`config.mk`:
```
export PLATFORM = sky130hd
export DESIGN_NAME = uart_rx_pkt_parser
export DESIGN_NICKNAME = d
export VERILOG_FILES = /design/src/rtl/uart_pkg.sv /design/src/rtl/uart_pkt_buf.sv /design/src/rtl/uart_rx_pkt_parser.sv
export SDC_FILE = /design/constraint.sdc
export NUM_CORES = 1
export LEC_CHECK = 0
export BUFFER_PORTS_ARGS = -buffer_cell sky130_fd_sc_hd__buf_2
export CORE_MARGIN = 5
export CORE_UTILIZATION = 57
export DETAILED_ROUTE_END_ITERATION = 6
export GPL_TIMING_DRIVEN = 0
export PLACE_DENSITY_LB_ADDON = 0.15
export SYNTH_ARGS = -nofsm -noshare
export SYNTH_HDL_FRONTEND = slang
export SYNTH_SLANG_ARGS = --single-unit
```
`constraint.sdc`:
```
create_clock -name i_Clock -period 6.9 [get_ports i_Clock]
set_input_delay 1.035 -clock i_Clock [delete_from_list [all_inputs] [get_ports i_Clock]]
set_output_delay 1.035 -clock i_Clock [all_outputs]
set_load 0.05 [all_outputs]
```
`src/rtl/uart_pkg.sv`:
```
// Shared definitions for the UART packet parser: FSM state encoding,
// default frame marker and checksum arithmetic.
package uart_pkg;

  // Parser states
  typedef enum logic [2:0] {
    ST_HUNT    = 3'd0,
    ST_LEN     = 3'd1,
    ST_PAYLOAD = 3'd2,
    ST_CHECK   = 3'd3,
    ST_DRAIN   = 3'd4
  } state_e;

  // Default start-of-frame marker
  localparam logic [7:0] SYNC_BYTE_DEF = 8'hA5;

  // Checksum width (8-bit wrap-around sum)
  localparam int CHK_W = 8;

  // Running checksum update: modulo-2^CHK_W addition
  function automatic logic [CHK_W-1:0] chk_add(input logic [CHK_W-1:0] acc,
                                               input logic [7:0]       data);
    chk_add = acc + CHK_W'(data);
  endfunction

endpackage

```
`src/rtl/uart_pkt_buf.sv`:
```
// Payload buffer: DEPTH x 8 simple dual-port register array with a
// synchronous write port and a registered read port (data for the address
// presented in one cycle appears in the next).
module uart_pkt_buf #(
  parameter int DEPTH = 16,
  parameter int AW    = 4
) (
  input  logic          clk_i,
  input  logic          rst_i,
  input  logic          we_i,
  input  logic [AW-1:0] waddr_i,
  input  logic [7:0]    wdata_i,
  input  logic [AW-1:0] raddr_i,
  output logic [7:0]    rdata_o
);

  logic [7:0] mem_q [DEPTH];
  logic [7:0] rdata_q;

  // Storage write; contents need no reset because they are always written before being read
  always_ff @(posedge clk_i) begin
    if (we_i) begin
      mem_q[waddr_i] <= wdata_i;
    end
  end

  // Registered read so the output byte comes straight from a flop
  always_ff @(posedge clk_i) begin
    if (rst_i) begin
      rdata_q <= 8'd0;
    end else begin
      rdata_q <= mem_q[raddr_i];
    end
  end

  assign rdata_o = rdata_q;

endmodule

```
`src/rtl/uart_rx_pkt_parser.sv`:
```
// UART packet parser: finds SYNC/LEN/payload/CHK frames in the received
// byte stream, buffers the payload, verifies the 8-bit checksum and replays
// good payloads on a valid/ready byte interface.
// Optional build macro PKT_TIMEOUT_EN adds an inter-byte timeout that aborts
// partial frames and pulses o_Err_Timeout.
module uart_rx_pkt_parser
  import uart_pkg::*;
#(
  parameter logic [7:0] SYNC_BYTE = SYNC_BYTE_DEF,
  parameter int         MAX_LEN   = 16
`ifdef PKT_TIMEOUT_EN
  ,
  parameter int         TIMEOUT_CLKS = 4340
`endif
) (
  input  logic       i_Clock,
  input  logic       i_Reset,
  input  logic       i_RX_DV,
  input  logic [7:0] i_RX_Byte,
  output logic       o_Pkt_Valid,
  output logic [7:0] o_Pkt_Byte,
  output logic       o_Pkt_Last,
  input  logic       i_Pkt_Ready,
  output logic [7:0] o_Pkt_Len,
  output logic       o_Err_Chk,
  output logic       o_Err_Len,
  output logic       o_Overrun
`ifdef PKT_TIMEOUT_EN
  ,
  output logic       o_Err_Timeout
`endif
);

  localparam int         IDX_W     = (MAX_LEN > 1) ? $clog2(MAX_LEN) : 1;
  localparam logic [7:0] MAX_LEN_B = 8'(MAX_LEN);

  state_e           state_q, state_d;
  logic [7:0]       len_q, len_d;
  logic [CHK_W-1:0] sum_q, sum_d;
  logic [7:0]       wr_idx_q, wr_idx_d;
  logic [7:0]       rd_idx_q, rd_idx_d;
  logic             valid_q, valid_d;
  logic             last_q, last_d;
  logic             err_chk_q, err_chk_d;
  logic             err_len_q, err_len_d;
  logic             overrun_q, overrun_d;
  logic             buf_we_s;
  logic [7:0]       buf_rdata_s;
  logic             accept_s;
  logic             len_ok_s;

`ifdef PKT_TIMEOUT_EN
  localparam int TMO_W = $clog2(TIMEOUT_CLKS + 1);
  logic [TMO_W-1:0] tmo_cnt_q, tmo_cnt_d;
  logic             err_tmo_q, err_tmo_d;
`endif

  assign accept_s = valid_q & i_Pkt_Ready;
  assign len_ok_s = (i_RX_Byte != 8'd0) && (i_RX_Byte <= MAX_LEN_B);

  // Next-state and next-output computation for the frame parser
  always_comb begin
    state_d   = state_q;
    len_d     = len_q;
    sum_d     = sum_q;
    wr_idx_d  = wr_idx_q;
    rd_idx_d  = rd_idx_q;
    valid_d   = valid_q;
    last_d    = last_q;
    err_chk_d = 1'b0;
    err_len_d = 1'b0;
    overrun_d = 1'b0;
    buf_we_s  = 1'b0;
`ifdef PKT_TIMEOUT_EN
    tmo_cnt_d = tmo_cnt_q;
    err_tmo_d = 1'b0;
`endif

    case (state_q)
      ST_HUNT: begin
        if (i_RX_DV && (i_RX_Byte == SYNC_BYTE)) begin
          state_d = ST_LEN;
        end else begin
          state_d = ST_HUNT;
        end
      end

      ST_LEN: begin
        if (i_RX_DV) begin
          if (len_ok_s) begin
            len_d    = i_RX_Byte;
            sum_d    = CHK_W'(i_RX_Byte);
            wr_idx_d = 8'd0;
            state_d  = ST_PAYLOAD;
          end else begin
            // Rejected length byte is consumed, never re-examined as SYNC
            err_len_d = 1'b1;
            state_d   = ST_HUNT;
          end
        end else begin
          state_d = ST_LEN;
        end
      end

      ST_PAYLOAD: begin
        if (i_RX_DV) begin
          buf_we_s = 1'b1;
          sum_d    = chk_add(sum_q, i_RX_Byte);
          if (wr_idx_q == (len_q - 8'd1)) begin
            // Index is left at the last slot so it never passes MAX_LEN-1
            state_d = ST_CHECK;
          end else begin
            wr_idx_d = wr_idx_q + 8'd1;
          end
        end else begin
          state_d = ST_PAYLOAD;
        end
      end

      ST_CHECK: begin
        if (i_RX_DV) begin
          if (i_RX_Byte == sum_q) begin
            rd_idx_d = 8'd0;
            valid_d  = 1'b1;
            last_d   = (len_q == 8'd1);
            state_d  = ST_DRAIN;
          end else begin
            err_chk_d = 1'b1;
            state_d   = ST_HUNT;
          end
        end else begin
          state_d = ST_CHECK;
        end
      end

      ST_DRAIN: begin
        // Bytes arriving while the buffer is being replayed are dropped
        if (i_RX_DV) begin
          overrun_d = 1'b1;
        end else begin
          overrun_d = 1'b0;
        end
        if (accept_s) begin
          if (last_q) begin
            valid_d = 1'b0;
            last_d  = 1'b0;
            state_d = ST_HUNT;
          end else begin
            rd_idx_d = rd_idx_q + 8'd1;
            last_d   = ((rd_idx_q + 8'd2) == len_q);
          end
        end else begin
          state_d = ST_DRAIN;
        end
      end

      default: begin
        state_d = ST_HUNT;
        valid_d = 1'b0;
        last_d  = 1'b0;
      end
    endcase

`ifdef PKT_TIMEOUT_EN
    // Inter-byte watchdog: only armed while a frame is partially received
    if ((state_q == ST_LEN) || (state_q == ST_PAYLOAD) || (state_q == ST_CHECK)) begin
      if (i_RX_DV) begin
        tmo_cnt_d = {TMO_W{1'b0}};
      end else if (tmo_cnt_q == TMO_W'(TIMEOUT_CLKS - 1)) begin
        tmo_cnt_d = {TMO_W{1'b0}};
        err_tmo_d = 1'b1;
        state_d   = ST_HUNT;
      end else begin
        tmo_cnt_d = tmo_cnt_q + {{(TMO_W-1){1'b0}}, 1'b1};
      end
    end else begin
      tmo_cnt_d = {TMO_W{1'b0}};
    end
`endif
  end

  // State, datapath and output registers with synchronous reset
  always_ff @(posedge i_Clock) begin
    if (i_Reset) begin
      state_q   <= ST_HUNT;
      len_q     <= 8'd0;
      sum_q     <= {CHK_W{1'b0}};
      wr_idx_q  <= 8'd0;
      rd_idx_q  <= 8'd0;
      valid_q   <= 1'b0;
      last_q    <= 1'b0;
      err_chk_q <= 1'b0;
      err_len_q <= 1'b0;
      overrun_q <= 1'b0;
    end else begin
      state_q   <= state_d;
      len_q     <= len_d;
      sum_q     <= sum_d;
      wr_idx_q  <= wr_idx_d;
      rd_idx_q  <= rd_idx_d;
      valid_q   <= valid_d;
      last_q    <= last_d;
      err_chk_q <= err_chk_d;
      err_len_q <= err_len_d;
      overrun_q <= overrun_d;
    end
  end

`ifdef PKT_TIMEOUT_EN
  // Timeout counter and its error pulse
  always_ff @(posedge i_Clock) begin
    if (i_Reset) begin
      tmo_cnt_q <= {TMO_W{1'b0}};
      err_tmo_q <= 1'b0;
    end else begin
      tmo_cnt_q <= tmo_cnt_d;
      err_tmo_q <= err_tmo_d;
    end
  end

  assign o_Err_Timeout = err_tmo_q;
`endif

  // Read address is the next read index so the registered read data lines up with valid
  uart_pkt_buf #(
    .DEPTH (MAX_LEN),
    .AW    (IDX_W)
  ) u_buf (
    .clk_i   (i_Clock),
    .rst_i   (i_Reset),
    .we_i    (buf_we_s),
    .waddr_i (wr_idx_q[IDX_W-1:0]),
    .wdata_i (i_RX_Byte),
    .raddr_i (rd_idx_d[IDX_W-1:0]),
    .rdata_o (buf_rdata_s)
  );

  assign o_Pkt_Valid = valid_q;
  assign o_Pkt_Byte  = buf_rdata_s;
  assign o_Pkt_Last  = last_q;
  assign o_Pkt_Len   = len_q;
  assign o_Err_Chk   = err_chk_q;
  assign o_Err_Len   = err_len_q;
  assign o_Overrun   = overrun_q;

endmodule

```
==> flow_metrics.py <==
metrics = {
    "run_status": {
        "outcome": "finished clean",
    },
    "hold_path": {
        "hp-class": "reg2reg",
    },
    "placement": {
        "placedCellCount": 859,
        "io_buffers": 31,
        "dp_hpwl_um": 12270,
        "gp_congestion": 0.8449,
    },
    "worst_setup_path": {
        "critPathKind": "in2reg",
        "crit_chain": "buf_2, ha_1, nor4_1, and4_1, o21a_1, buf_6, buf_4, mux2i_1, a22oi_1, a22oi_1, o31ai_1",
        "critPathBufInv": 3,
        "cp-start-kind": "primary input",
        "cp.required_ps": 7200,
        "path_common_cell": "a22oi_1",
        "slowest_stage": "nor4_1",
        "cp.arrival_ps": 4100,
        "endpoint_kind": "flip-flop",
        "crit_family": "simple AND/OR/NAND/NOR gates",
        "cpPeakStageDelay_ps": 600,
        "path_max_fanout": 21,
    },
    "timing": {
        "worst_pin_slew_ps": 1238,
        "drv_slew": 0,
        "hold_viol": 0,
        "layout_min_cycle_time_ps": 3808,
        "relSlewSlack": 0.1684,
        "finalCritPeriodShare": 0.5518,
        "setup_viol": 0,
        "fmax_mhz": 262.6,
        "rsz0062_at_grt": "false",
        "fin_tns_setup_ps": 0,
        "fin_skew_ps": 6.376,
    },
    "layout": {
        "fin_nets": 730,
        "syn2layout_area_growth_pct": 12.29,
        "drive_gt1_frac": 0.1203,
        "num_antenna_cells": 0,
        "fin_cells": 891,
    },
    "clock_network": {
        "root_buffer": "clkbuf_16",
        "insertion_delay_ps": 430,
        "ctsResizeCount": 0,
        "clkTransAtPathRegs_ps": 70,
        "h-tree-depth": 4,
        "cts_buffers": 17,
        "cts_setup_buffers": 0,
        "clock_sinks": 176,
        "ctsHoldBuffers": 0,
        "cts_tree": "yes",
        "clockBufferDepth": 2,
    },
    "floorplanning": {
        "rows": 42,
        "initial_utilization": 0.5860,
        "core-area_um2": 13350,
        "io_pins": 33,
        "die_h_um": 127.1,
        "floorplan.die_area_um2": 16160,
        "die-width_um": 127.1,
    },
    "detailed_routing": {
        "detail-route-antenna-nets": 0,
        "routed_wl_um": 18490,
        "routed_via_density": 6.158,
        "wl_met1_um": 7884,
        "dr.first_iter.drc_count": 454,
        "drc": 0,
        "met2WireLength_um": 9267,
        "routedWlPerCell_um": 20.76,
        "wl_met3_um": 972,
        "first_pass_iters": 5,
        "top_layer": "met4",
        "vias": 5487,
    },
    "synthesis": {
        "synth.area.top_cells": "edfxtp_1, dfxtp_1, nand2_1",
        "synthesis.area_um2": 7821,
        "yosysTopAreaCell": "edfxtp_1",
        "synth_cells": 652,
        "postSynthAreaPerCell_um2": 12.00,
        "synthArstFlopShare": 0,
        "synth_ff_type": "edfxtp_1",
        "yosysWarnings": 0,
        "ys_ff_latch": 176,
        "syn_nets": 680,
        "ys_seq_area_frac": 0.6143,
        "yosysUniqueCellTypes": 52,
        "synth_edf_count": 128,
        "yosys.area.top_type_share": 0.4914,
    },
    "global_routing": {
        "grt-ovfl-total": 0,
        "grt_max_degree": 23,
        "antenna_found_initial": 0,
        "grt_pass1_wl_um": 29000,
        "grt_usage": 0.2352,
        "grt_pass1_vias": 5366,
    },
    "power_and_ir_drop": {
        "leakagePower_uw": 0.003170,
        "ir_drop_uv": 118.1,
        "powerDensity_nw_per_um2": 242.6,
        "total_power_uw": 2130,
    },
    "job": {
        "cap_violations": 0,
    },
}
==> cell type report <==
class | instances | area (um^2)
Sequential cell | 176 | 4805
Fill cell | 1031 | 4566
Multi-Input combinational cell | 436 | 2806
Clock buffer | 18 | 429.2
Tap cell | 176 | 220.2
Buffer | 31 | 176.4
Clock inverter | 14 | 156.4
Timing Repair Buffer | 31 | 155.1
Inverter | 9 | 33.78
==> final timing paths <==
path | from | end | slack (ps) | cells past startpoint
setup / recovery | i_RX_Byte[0] | u_buf.rdata_o[1] | 3090 | 11
hold / removal | sum_q[5] | sum_q[5] | 480 | 2
setup reg to reg | state_q[1] | u_buf.mem_q[2][7] | 3680 | 5
hold reg to reg | sum_q[5] | sum_q[5] | 480 | 2
==> layout by cell type (no fill, tap or decap), types with 8 or more instances in the layout <==
cell type	Yosys	final
a211oi_1	26	26
a21oi_1	35	35
a22oi_1	24	24
a311o_1	8	8
and2_1	29	29
buf_2	9	40
clkbuf_1	13	14
clkbuf_16	0	17
dfxtp_1	48	48
edfxtp_1	128	128
ha_1	15	15
inv_1	9	9
mux2i_1	18	18
nand2_1	66	66
nand2b_1	8	8
nand3_1	10	10
nor2_1	51	51
nor3_1	17	17
o21ai_0	13	13
o31ai_1	8	8
xnor2_1	18	18
xor2_1	21	21
==> state kept, by name, indices dropped and copies added, names as in the netlist <==
signal and cells:
o_Err_Chk 1, o_Err_Len 1, o_Overrun 1, o_Pkt_Last 1
o_Pkt_Len 8, o_Pkt_Valid 1, rd_idx_q 8, state_q 3
sum_q 8, u_buf.mem_q 128, u_buf.rdata_o 8, wr_idx_q 8
==> per-layer routing <==
layer	vias up	GRT usage
met2	194	0.3907
met3	37	0.04633
li1	2542	-
met4	0	0.07697
met1	2714	0.3131
met5	-	0
==> logic make-up after synthesis <==
kind of cell | share of synthesized area
AO/OA/AOI/OAI | 0.1211
XOR/XNOR | 0.04367
adder cells (fa/ha/maj) | 0.02656
buffers and inverters | 0.02688
flip-flops | 0.6143
multiplexers | 0.02304
AND/OR/NAND/NOR | 0.1445
==> tightest hold or removal path, cell delays in order (launching register included) <==
cell and delay [ps]:
dfxtp_1 320, nand3_1 60, a21oi_1 50
==> power by group <==
part	leakage (uW)	switching [uW]	total (uW)	internal [uW]
Sequential	0.00154	0.248	1130	1130
Clock	0.000279	415	954	539
Combinational	0.00135	34.4	43.6	9.16
Total	0.00317	450	2130	1680
==> metrics by stage <==
step                  util  hold slack, ps  worst slack (ps)  instance area (um^2)
CTS                 0.6579           478.7              3141                  8782
global placement    0.6141           454.0              2757                  8197
global route        0.6579           514.1              2955                  8782
floorplan                -           447.2              3792                  7821
finish              0.6579           480.6              3092                  8782
detailed placement  0.6141           468.9              2709                  8197
==> Yosys cell counts (2+ instances only) <==
library cell	n
a22oi_1	24
mux2i_1	18
buf_1	2
a31oi_1	4
o31ai_1	8
ha_1	15
and2_1	29
edfxtp_1	128
nand4b_1	3
buf_2	9
o21a_1	4
o21ai_2	2
a211oi_1	26
nand3_1	10
buf_6	6
a311o_1	8
nor3_1	17
nor4_1	4
nand2_1	66
xor2_1	21
nand4_1	7
and3_1	7
xnor2_1	18
and4_1	3
inv_1	9
nand3b_1	3
nand2b_1	8
clkbuf_1	13
nor4bb_1	2
nor3b_1	2
dfxtp_1	48
o221a_2	2
o21ai_0	13
or3_1	3
nor2_1	51
a21o_1	4
nor2b_1	6
a21oi_1	35
(Power assumes the default switching activity.)
